===== config.mk =====
export PLATFORM = sky130hd
export DESIGN_NAME = sample_collector_flat
export DESIGN_NICKNAME = d
export VERILOG_FILES = /design/src/rtl/sample_collector_if.sv /design/src/rtl/sample_collector.sv /design/src/flat_wrapper.sv
export SDC_FILE = /design/constraint.sdc
export NUM_CORES = 1
export LEC_CHECK = 0
export ABC_CLOCK_PERIOD_IN_PS = 6300
export CORE_MARGIN = 2
export CORE_UTILIZATION = 40
export CTS_BUF_LIST = sky130_fd_sc_hd__clkbuf_8
export CTS_CLUSTER_DIAMETER = 200
export CTS_CLUSTER_SIZE = 25
export DETAILED_ROUTE_END_ITERATION = 8
export GPL_TIMING_DRIVEN = 0
export PLACE_DENSITY_LB_ADDON = 0.3
export SYNTH_ARGS = -nofsm -noshare
export SYNTH_HDL_FRONTEND = slang
export SYNTH_SLANG_ARGS = --single-unit

===== constraint.sdc =====
create_clock -name clk -period 6.3 [get_ports clk]
set_input_delay 1.26 -clock clk [delete_from_list [all_inputs] [get_ports clk]]
set_output_delay 1.26 -clock clk [all_outputs]
set_load 0.03 [all_outputs]

===== src/rtl/sample_collector_if.sv =====
// Producer-facing handshake of the sample collector: request level out, sample pulses in.
// No latency of its own; pure wiring bundle.
// No backpressure: the producer streams one sample per sample_valid cycle while request_level is high.
interface sample_collector_if #(
   parameter int SAMPLE_WIDTH = 64
);
   logic                    request_level;
   logic                    sample_valid;
   logic [SAMPLE_WIDTH-1:0] sample_data;

   // master is the sample-sequence producer
   modport master (
      input  request_level,
      output sample_valid,
      output sample_data
   );

   // slave is the collector that requests and checks the burst
   modport slave (
      output request_level,
      input  sample_valid,
      input  sample_data
   );
endinterface


===== src/rtl/sample_collector.sv =====
// Requests a burst from the producer, checks it follows 1..SAMPLE_COUNT, reports count/error/sum.
// Start -> request in 1 cycle; sample -> status in 1 cycle; last sample -> done after 1+DRAIN_CYCLES.
// Never stalls the producer; samples arriving while not requesting are flagged as overrun.
// Optional running sum enabled by defining SAMPLE_COLLECTOR_SUM_EN.
module sample_collector #(
   parameter int SAMPLE_COUNT = 64,
   parameter int SAMPLE_WIDTH = 64,
   parameter int TIMEOUT      = 256,
   parameter int DRAIN_CYCLES = 2,
   parameter int COUNT_W      = $clog2(SAMPLE_COUNT + 1)
) (
   input  logic                    clk,
   input  logic                    reset,
   input  logic                    start,
   sample_collector_if.slave       smp,
   output logic                    busy,
   output logic                    done,
   output logic                    error,
   output logic                    timeout,
   output logic [COUNT_W-1:0]      received_count,
   output logic [COUNT_W-1:0]      mismatch_index,
   output logic [SAMPLE_WIDTH-1:0] sample_sum
);

   localparam int TMO_W = $clog2(TIMEOUT + 1);
   localparam int DRN_W = $clog2(DRAIN_CYCLES + 1);

   typedef enum logic [1:0] {IDLE, REQUEST, COLLECT, DRAIN} state_t;

   state_t             state, state_nxt;
   logic [TMO_W-1:0]   tmo_cnt;
   logic [DRN_W-1:0]   drain_cnt;
   logic [COUNT_W-1:0] expected;
   logic               collecting;
   logic               accept;
   logic               mismatch;
   logic               last;
   logic               tmo_fire;
   logic               drain_end;
   logic               overrun;
   logic               start_ok;

   // decode the handshake events used by both the FSM and the status registers
   always_comb begin
      collecting = (state == REQUEST) || (state == COLLECT);
      accept     = collecting && smp.sample_valid;
      expected   = received_count + COUNT_W'(1);
      // expected is zero-extended so the whole sample word must match, not just the low bits
      mismatch   = smp.sample_data != SAMPLE_WIDTH'(expected);
      last       = accept && (expected == COUNT_W'(SAMPLE_COUNT));
      // the counter holds TIMEOUT-1 after TIMEOUT-1 empty cycles, so this empty cycle is the TIMEOUT-th
      tmo_fire   = collecting && !smp.sample_valid && (tmo_cnt == TMO_W'(TIMEOUT - 1));
      drain_end  = (state == DRAIN) && (drain_cnt == DRN_W'(DRAIN_CYCLES - 1));
      overrun    = smp.sample_valid && ((state == IDLE) || (state == DRAIN));
      start_ok   = (state == IDLE) && start;
   end

   // state register
   always_ff @(posedge clk) begin
      if (reset) state <= IDLE;
      else       state <= state_nxt;
   end

   // next-state logic
   always_comb begin
      state_nxt = state;
      case (state)
         IDLE:    if (start) state_nxt = REQUEST;
         REQUEST,
         COLLECT: begin
            if (last || tmo_fire) state_nxt = DRAIN;
            else if (accept)      state_nxt = COLLECT;
         end
         DRAIN:   if (drain_end) state_nxt = IDLE;
         default: state_nxt = IDLE;
      endcase
   end

   // state-decoded outputs toward the producer and the controller
   always_comb begin
      smp.request_level = collecting;
      busy              = (state != IDLE);
   end

   // status, counters and the done pulse
   always_ff @(posedge clk) begin
      if (reset) begin
         done           <= 1'b0;
         error          <= 1'b0;
         timeout        <= 1'b0;
         received_count <= '0;
         mismatch_index <= '0;
         tmo_cnt        <= '0;
         drain_cnt      <= '0;
      end else begin
         done      <= drain_end;
         drain_cnt <= (state == DRAIN) ? drain_cnt + DRN_W'(1) : '0;
         if (start_ok) begin
            error          <= 1'b0;
            timeout        <= 1'b0;
            received_count <= '0;
            mismatch_index <= '0;
            tmo_cnt        <= '0;
         end
         if (collecting) tmo_cnt <= accept ? '0 : tmo_cnt + TMO_W'(1);
         if (accept) begin
            if (received_count != COUNT_W'(SAMPLE_COUNT)) received_count <= expected;
            if (mismatch) begin
               error <= 1'b1;
               // mismatch_index is never 0 once latched, so 0 means no earlier mismatch
               if (mismatch_index == '0) mismatch_index <= expected;
            end
         end
         if (tmo_fire) begin
            error   <= 1'b1;
            timeout <= 1'b1;
         end
         // placed after the start clear so a stray sample alongside start is still reported
         if (overrun) error <= 1'b1;
      end
   end

`ifdef SAMPLE_COLLECTOR_SUM_EN
   // wrap-around running sum of accepted samples, cleared by an accepted start
   always_ff @(posedge clk) begin
      if (reset)         sample_sum <= '0;
      else if (start_ok) sample_sum <= '0;
      else if (accept)   sample_sum <= sample_sum + smp.sample_data;
   end
`else
   assign sample_sum = '0;
`endif

endmodule

===== src/flat_wrapper.sv =====
// flat-port wrapper written by rule: the top's interface ports become plain ports
module sample_collector_flat 
#(
   parameter int SAMPLE_COUNT = 64,
   parameter int SAMPLE_WIDTH = 64,
   parameter int TIMEOUT      = 256,
   parameter int DRAIN_CYCLES = 2,
   parameter int COUNT_W      = $clog2(SAMPLE_COUNT + 1)
)
  (clk, reset, start, busy, done, error, timeout, received_count, mismatch_index, sample_sum, smp_request_level, smp_sample_valid, smp_sample_data);
  sample_collector_if #(.SAMPLE_WIDTH(SAMPLE_WIDTH)) smp_i ();
  input  logic clk;
  input  logic reset;
  input  logic start;
  output logic busy;
  output logic done;
  output logic error;
  output logic timeout;
  output logic [COUNT_W-1:0] received_count;
  output logic [COUNT_W-1:0] mismatch_index;
  output logic [SAMPLE_WIDTH-1:0] sample_sum;
  output wire logic [$bits(smp_i.request_level)-1:0] smp_request_level;
  input wire logic [$bits(smp_i.sample_valid)-1:0] smp_sample_valid;
  input wire logic [$bits(smp_i.sample_data)-1:0] smp_sample_data;
  assign smp_request_level = smp_i.request_level;
  assign smp_i.sample_valid = smp_sample_valid;
  assign smp_i.sample_data = smp_sample_data;
  sample_collector #(.SAMPLE_COUNT(SAMPLE_COUNT), .SAMPLE_WIDTH(SAMPLE_WIDTH), .TIMEOUT(TIMEOUT), .DRAIN_CYCLES(DRAIN_CYCLES), .COUNT_W(COUNT_W)) u_core (.clk(clk), .reset(reset), .start(start), .smp(smp_i), .busy(busy), .done(done), .error(error), .timeout(timeout), .received_count(received_count), .mismatch_index(mismatch_index), .sample_sum(sample_sum));
endmodule

---- After elaboration in Yosys (flattened, before gate mapping) ----
Cells that the tools add are included.
word-level totals
  register bits ........................... 30
  logic and storage cells ................. 64
operators by class
  bitwise operators ....................... 1
  equal/unequal tests ..................... 11
  mux-type cells .......................... 22
  add/subtract/negate cells ............... 3
  reductions and logical operators ........ 19
operators by type and width
  operator               count
  $ne A64 B7 Y1          1
  $mux W7                7
  $mux W9                3
  $add A9 B1 Y9 const B  1
  $eq A9 B8 Y1 const B   1
  $mux W2                4
  $add A7 B1 Y7 const B  1
  $eq A7 B7 Y1 const B   1
  $logic_and A1 B1 Y1    7
  $logic_not A7 Y1       1
  $mux W1                7
  $ne A7 B7 Y1 const B   1
  $pmux W2 S3            1
  $reduce_bool A2 Y1     3
  $eq A2 B1 Y1 const B   2
  $eq A2 B2 Y1 const B   2
  $reduce_or A2 Y1       2
  $logic_or A1 B1 Y1     3
  $ne A3 B1 Y1 const B   1
  $reduce_and A3 Y1      1
  $add A2 B1 Y2 const B  1
  $logic_not A2 Y1       1
  $ne A2 B1 Y1 const B   1
  $ne A2 B2 Y1 const B   1
  2 further kinds        2

---- Depth between registers and ports, before layout ----
Gate-level depths: netlist of run 1.
  depth after elaboration ................. 7
  gate-level depth with buffers ........... 8
  gate-level depth less buffers ........... 8

---- Worst setup path after synthesis of run 1 ----
Ideal clock, no wire load.
  path type ............................... input-to-reg
  start point ............................. input smp_sample_data[50]
  end point ............................... register u_core.mismatch_index[0]
  path buffers ............................ 0
  setup time .............................. 0.130 ns
  stages .................................. 5
  setup slack ............................. 3.604 ns
  arrival ................................. 2.565 ns
  cells stage by stage .................... nor4_1 -> nand4_1 -> or4_1 -> nor4_4 -> o21ai_1
between the ends
  word-level cells in the longest chain between the ends .. 3
RTL lines
  element               RTL line                 RTL
  from (decl)           flat_wrapper.sv:24       input wire logic [$bits(smp_i.sample_data)-1:0] smp_sample_data;
  $ne A64 B7 Y1         sample_collector.sv:49   mismatch = smp.sample_data != SAMPLE_WIDTH'(expected);
  $mux W7               sample_collector.sv:108  if (mismatch) begin
  $mux W7               sample_collector.sv:106  if (accept) begin
  to (signal assigned)  sample_collector.sv:111  if (mismatch_index == '0) mismatch_index <= expected;
  to (decl)             sample_collector.sv:21   output logic [COUNT_W-1:0] mismatch_index,
Every way passes these cells.
A chain may end at the register's enable or synchronous reset.

---- Worst setup path after layout of run 1 ----
  start point ............................. register u_core.state[0]
  end point ............................... output smp_request_level
between the ends
  word-level cells in the longest chain between the ends .. 2
  elaborated cells between the ends (all ways) .. 3
  those cells by class .................... eq/ne (2); reduce/logical (1)
RTL lines
  element                                              RTL line                RTL
  from (decl)                                          sample_collector.sv:30  state_t state, state_nxt;
  from (signal assigned)                               sample_collector.sv:61  else state <= state_nxt;
  $eq A2 B1 Y1 / $eq A2 B2 Y1 (equally long branches)  sample_collector.sv:45  collecting = (state == REQUEST) || (state == COLLECT);
  $logic_or A1 B1 Y1 *                                 sample_collector.sv:45
  to (decl)                                            flat_wrapper.sv:22      output wire logic [$bits(smp_i.request_level)-1:0] smp_request_level;
Every way passes the cells marked *; elsewhere a longest branch is shown, timed or not.

==> results of run 1 <==
[worst register-to-register path, stage by stage (launching register included)]
cell and delay (ns):
dfxtp_1 0.52, inv_1 0.11, ha_1 0.36, xnor2_1 0.17, nand3_1 0.08, or4_1 0.56
nor4_4 0.33, o21ai_1 0.13
[path summary, 6_finish.rpt]
check / startpoint / end / slack [ns] / cells after the start
min: u_core.drain_cnt[0]$_SDFF_PP0_ / u_core.drain_cnt[0]$_SDFF_PP0_ / 0.43 / 1
max reg2reg: u_core.received_count[0]$_SDFF_PP0_ / u_core.mismatch_index[2]$_SDFF_PP0_ / 3.90 / 7
min reg2reg: u_core.drain_cnt[0]$_SDFF_PP0_ / u_core.drain_cnt[0]$_SDFF_PP0_ / 0.43 / 1
max: u_core.state[0]$_SDFFE_PP0P_ / smp_request_level / 3.18 / 3
[flip-flops by register name, indices dropped and copies added (netlist names)]
register,cells
u_core.received_count,7
u_core.error,1
u_core.done,1
u_core.timeout,1
u_core.state,2
u_core.tmo_cnt,9
u_core.drain_cnt,2
u_core.mismatch_index,7
[metrics by stage]
step	hold WS [ns]	instances	area, um2	worst slack, ns
final	0.426	504	3490	3.18
after global placement	0.409	498	3400	2.97
after floorplan	0.399	340	2450	3.60
after detailed placement	0.421	498	3400	2.95
after CTS	0.429	504	3490	3.16
after global routing	0.462	504	3490	2.99
[report_power, final]
| part | switching (mW) | total, mW | internal [mW] |
|---|---|---|---|
| Clock | 0.0682 | 0.152 | 0.0840 |
| Combinational | 0.174 | 0.299 | 0.124 |
| Sequential | 0.0116 | 0.212 | 0.201 |
| Total | 0.254 | 0.663 | 0.409 |
[Yosys cell counts (2+ instances only)]
| cell | n | area (um2) |
|---|---|---|
| o21ai_1 | 7 | 35.0 |
| xnor2_1 | 6 | 52.6 |
| o21ai_0 | 10 | 50.1 |
| nor2_1 | 27 | 101 |
| buf_4 | 65 | 488 |
| nand2_1 | 20 | 75.1 |
| a311oi_1 | 2 | 17.5 |
| nand3b_1 | 3 | 22.5 |
| or2_2 | 2 | 12.5 |
| a221oi_1 | 2 | 17.5 |
| ha_1 | 8 | 100 |
| and3_1 | 8 | 50.1 |
| buf_1 | 2 | 7.51 |
| nand4_1 | 4 | 25.0 |
| xnor3_1 | 2 | 45.0 |
| a22oi_1 | 6 | 45.0 |
| a21oi_1 | 15 | 75.1 |
| or4_1 | 5 | 37.5 |
| nor3_1 | 3 | 15.0 |
| nand3_1 | 9 | 45.0 |
| xor3_1 | 2 | 47.6 |
| nor4_1 | 11 | 68.8 |
| nand2b_1 | 3 | 18.8 |
| dfxtp_1 | 30 | 601 |
| inv_1 | 12 | 45.0 |
[area by class of cell]
| cell class | count | area, um2 |
|---|---|---|
| plain buffers | 69 | 504 |
| clock buffers | 6 | 82.6 |
| fillers | 471 | 1950 |
| inverters | 12 | 45.0 |
| multi-input cells | 229 | 1300 |
| flip-flops and latches | 30 | 601 |
| well taps | 72 | 90.1 |
| repair buffers | 86 | 861 |
[routing by layer]
| layer | part of all wire, % | track usage, % |
|---|---|---|
| met1 | 41 | 21.9 |
| met2 | 49 | 32.3 |
| met3 | 6.8 | 4.94 |
| met4 | 2.6 | 8.07 |
| met5 | 0 | 0 |
[logic make-up after synthesis]
group	Yosys count	synth area share, %
simple gates	98	23.0
flops	30	27.1
compound gates	47	12.7
other cells	1	0.169
buf+inv	81	24.8
fa+ha+maj	8	4.52
xor+xnor	12	7.68
==> results.sh, run 1 <==
export IMPL_drive_above_1_share_pct=17.8
export IMPL_cp_data_required_time_ns=5.04
export IMPL_final_cell_mix="clkdlybuf4s50_1 (86), buf_4 (65), conb_1 (64)"
export IMPL_synth_warnings=0
export IMPL_cts_hold_buf=0
export IMPL_status="finished clean"
export IMPL_wl_per_cell_um=11.1
export IMPL_cts_tree="yes"
export IMPL_grt_setup_unrepaired="no"
export IMPL_ys_ff_latch=30
export IMPL_max_stage_delay_ns=0.73
export IMPL_antenna_found_initial=0
export IMPL_finalCritPeriodShare_pct=49.5
export IMPL_finalHoldViolCount=0
export IMPL_io_pins=151
export IMPL_portBuffers=86
export IMPL_final_setup_skew_ns=0.00467
export IMPL_path_class="register to output port"
export IMPL_first_pass_iters=4
export IMPL_min_period_ns=3.12
export IMPL_synth_main_ff_cell="dfxtp_1"
export IMPL_setup_viol=0
export IMPL_end_kind="output port"
export IMPL_drtIter0Drc=66
export IMPL_die_area_um2=6150
export IMPL_vdd_drop_max_v=0.000137
export IMPL_area_growth_pct=57.3
export IMPL_worst_path_max_delay_cell="clkdlybuf4s50_1"
export IMPL_clk_pin_slew_ns=0.06
export IMPL_netlist_area_um2=2220
export IMPL_overflow=0
export IMPL_powerDensity_nw_per_um2=190
export IMPL_gp_congestion=0.874
export IMPL_start_util_pct=40.7
export IMPL_grt_pass1_vias=2095
export IMPL_nNetsFinal=509
export IMPL_clockBufferDepth=2
export IMPL_slew_viol_final=0
export IMPL_cp_data_arrival_time_ns=1.86
export IMPL_tns_ns=0
export IMPL_post_synth_num_cell_types=38
export IMPL_drc=0
export IMPL_via_count=2211
export IMPL_synth_seq_area_share_pct=27.1
export IMPL_die_y_um=78.4
export IMPL_fmax_ghz=0.321
export IMPL_cts_sinks=30
export IMPL_cp_start_kind="register"
export IMPL_postCtsSetupBuffers=0
export IMPL_worstPathCellList="inv_1 > ha_1 > clkdlybuf4s50_1"
export IMPL_hold_class="register to register"
export IMPL_clkLatencyLatePin_ns=0.28
export IMPL_cts_max_level=2
export IMPL_netlist_instances=277
export IMPL_cts_root_buf="clkbuf_8"
export IMPL_place_hpwl_um=4750
export IMPL_num_rows=27
export IMPL_crit_family="buffers and inverters"
export IMPL_worst_path_buf_inv=2
export IMPL_max_slew_margin_pct=56.3
export IMPL_avgSynthCellArea_um2=8.00
export IMPL_ant_nets=0
export IMPL_grt_pass1_wl_um=9180
export IMPL_layout_commonest_cell="clkdlybuf4s50_1"
export IMPL_leakagePower_nw=1.59
export IMPL_grt_max_degree=11
export IMPL_synth_edf_count=0
export IMPL_core_area_um2=5440
export IMPL_die_w_um=78.4
export IMPL_cp_max_fo=8
export IMPL_cap_violations=0
export IMPL_synth_async_sr_flop_share_pct=0
export IMPL_total_power_mw=0.663
export IMPL_grt_use_total_pct=18.8
export IMPL_routed_wl_um=5580
export IMPL_finish_utilization_pct=64.1
export IMPL_diodes=0
export IMPL_numCtsBuffers=5
export IMPL_post_cts_resized=0
export IMPL_viasPerCell=4.39
export IMPL_tightest_slew_ns=0.650
Note: power is estimated with default switching activity, not from simulation.
==> run 2, diff against run 1 <==
- ABC_CLOCK_PERIOD_IN_PS: 6300 -> 3300
- CORE_UTILIZATION: 40 -> 37
- clock period: 6.3 -> 3.3 ns (I/O delays scaled with it)
==> run 2 against run 1 <==
  * Global-route usage decreased by 1.4 points
  * Total power is 92% higher
  * Wire length increased by 2.1%
  * Hold slack gained 0.012 ns
  * Highest routed layer unchanged
  * Final cell count increased by 0.99%
  * Via count grew 0.27%
  * Sequential power increased by 91%
  * Sequential share of layout area down 0.062 points
  * Count of clock-buffer cells in the layout is the same
  * Register-to-register slack worse by 3.0 ns
==> results.sh, run 2 (synthesis results as in run 1) <==
export IMPL_min_period_ns=2.50
export IMPL_setup_viol=0
export IMPL_leakagePower_nw=1.60
export IMPL_gp_congestion=0.780
export IMPL_die_y_um=81.4
export IMPL_final_cell_mix="clkdlybuf4s50_1 (86), buf_4 (65), conb_1 (64)"
export IMPL_die_area_um2=6620
export IMPL_cts_hold_buf=0
export IMPL_layout_commonest_cell="clkdlybuf4s50_1"
export IMPL_viasPerCell=4.36
export IMPL_cts_sinks=30
export IMPL_holdWs_ns=0.438
export IMPL_multi_input_area_um2=1300
export IMPL_portBuffers=86
export IMPL_wl_per_cell_um=11.2
export IMPL_cts_root_buf="clkbuf_8"
export IMPL_ff_latch_area_um2=601
export IMPL_regMostFlops="u_core.tmo_cnt"
export IMPL_max_slew_margin_pct=55.1
export IMPL_clkLatencyLatePin_ns=0.28
export IMPL_worst_path_buf_inv=1
export IMPL_grt_pass1_wl_um=9050
export IMPL_diodes=0
export IMPL_tns_ns=0
export IMPL_fmax_ghz=0.400
export IMPL_num_rows=28
export IMPL_largest_reg_flops=9
export IMPL_dp_cells=501
export IMPL_cp_max_fo=7
export IMPL_cp_data_required_time_ns=3.45
export IMPL_cts_max_level=2
export IMPL_cp_start_kind="input pin"
export IMPL_status="finished clean"
export IMPL_grt_use_total_pct=17.4
export IMPL_first_pass_iters=4
export IMPL_final_setup_skew_ns=0.00389
export IMPL_top_regs="u_core.tmo_cnt (9), u_core.mismatch_index (7), u_core.received_count (7)"
export IMPL_overflow=0
export IMPL_core_area_um2=5850
export IMPL_grt_max_degree=11
export IMPL_cp_data_arrival_time_ns=2.65
export IMPL_finalHoldViolCount=0
export IMPL_worstPathCellList="clkdlybuf4s50_1 > nor4_1 > nand4_1 > or4_1 > nor4_4 > o21ai_1"
export IMPL_clockBufferDepth=2
export IMPL_area_growth_pct=57.9
export IMPL_tightest_slew_ns=0.668
export IMPL_fin_cells=509
export IMPL_numCtsBuffers=5
export IMPL_routed_wl_um=5700
export IMPL_cts_tree="yes"
export IMPL_path_class="input pin to register"
export IMPL_antenna_found_initial=0
export IMPL_fin_area_um2=3500
export IMPL_vdd_drop_max_v=0.000235
export IMPL_nNetsFinal=509
export IMPL_clk_pin_slew_ns=0.06
export IMPL_hold_class="register to register"
export IMPL_drc=0
export IMPL_io_pins=151
export IMPL_finalCritPeriodShare_pct=75.7
export IMPL_crit_family="simple AND/OR/NAND/NOR gates"
export IMPL_die_w_um=81.4
export IMPL_post_cts_resized=0
export IMPL_grt_setup_unrepaired="no"
export IMPL_worst_path_max_delay_cell="or4_1"
export IMPL_max_stage_delay_ns=0.63
export IMPL_slew_viol_final=0
export IMPL_end_kind="register"
export IMPL_cap_violations=0
export IMPL_drtIter0Drc=46
export IMPL_fillers=539
export IMPL_grt_pass1_vias=2025
export IMPL_via_count=2217
export IMPL_postCtsSetupBuffers=0
export IMPL_start_util_pct=37.9
export IMPL_dpl_cell_area_um2=3410
export IMPL_drive_above_1_share_pct=18.0
export IMPL_place_hpwl_um=4850
export IMPL_ant_nets=0
export IMPL_powerDensity_nw_per_um2=364
run 2: where the power goes:
group          total [mW]  leakage (nW)  switching, mW  internal, mW
Clock               0.295        0.0524          0.131         0.165
Combinational       0.572          1.31          0.335         0.237
Sequential          0.405         0.243         0.0221         0.383
Total                1.27          1.60          0.488         0.785
run 2: layout make-up:
class | count | share of cell area [%]
Tap cell | 75 | 2.68
Sequential cell | 30 | 17.2
Buffer | 69 | 14.4
Clock inverter | 2 | 0.250
Inverter | 12 | 1.29
Multi-Input combinational cell | 229 | 37.2
Clock buffer | 6 | 2.36
Timing Repair Buffer | 86 | 24.6
run 2: layer usage:
metal	routed length, um	GRT usage (%)	up-vias
met1	2260	20.2	984
met5	0	0	-
met4	112	5.42	0
met3	364	3.67	11
li1	-	-	1152
met2	2960	31.6	70
run 2: worst reg2reg max path, delay by kind of cell (launching register included):
kind	cells	cell delay, ns
DFF	1	0.53
AOI/OAI and AO/OA	1	0.13
xor gates and xnor gates	1	0.18
and+or+nand+nor	3	0.99
adders and majority gates	1	0.35
buffers and inverters	1	0.12
run 2: path summary, 6_finish.rpt:
| path | endpoint | start | slack [ns] | cells past startpoint |
|---|---|---|---|---|
| worst max-delay path | u_core.mismatch_index[1]$_SDFF_PP0_ | smp_sample_data[40] | 0.80 | 6 |
| worst min-delay path | u_core.drain_cnt[0]$_SDFF_PP0_ | u_core.drain_cnt[0]$_SDFF_PP0_ | 0.44 | 1 |
| worst max register to register | u_core.mismatch_index[1]$_SDFF_PP0_ | u_core.received_count[0]$_SDFF_PP0_ | 0.88 | 7 |
| worst min register to register | u_core.drain_cnt[0]$_SDFF_PP0_ | u_core.drain_cnt[0]$_SDFF_PP0_ | 0.44 | 1 |
run 2: stage by stage:
step                power [mW]  utilization [%]  setup slack, ns
floorplan                0.799                -            0.977
global placement         0.971             58.2            0.559
detailed placement       0.981             58.2            0.562
CTS                       1.28             59.8            0.788
global route              1.36             59.8            0.694
finish                    1.27             59.8            0.801
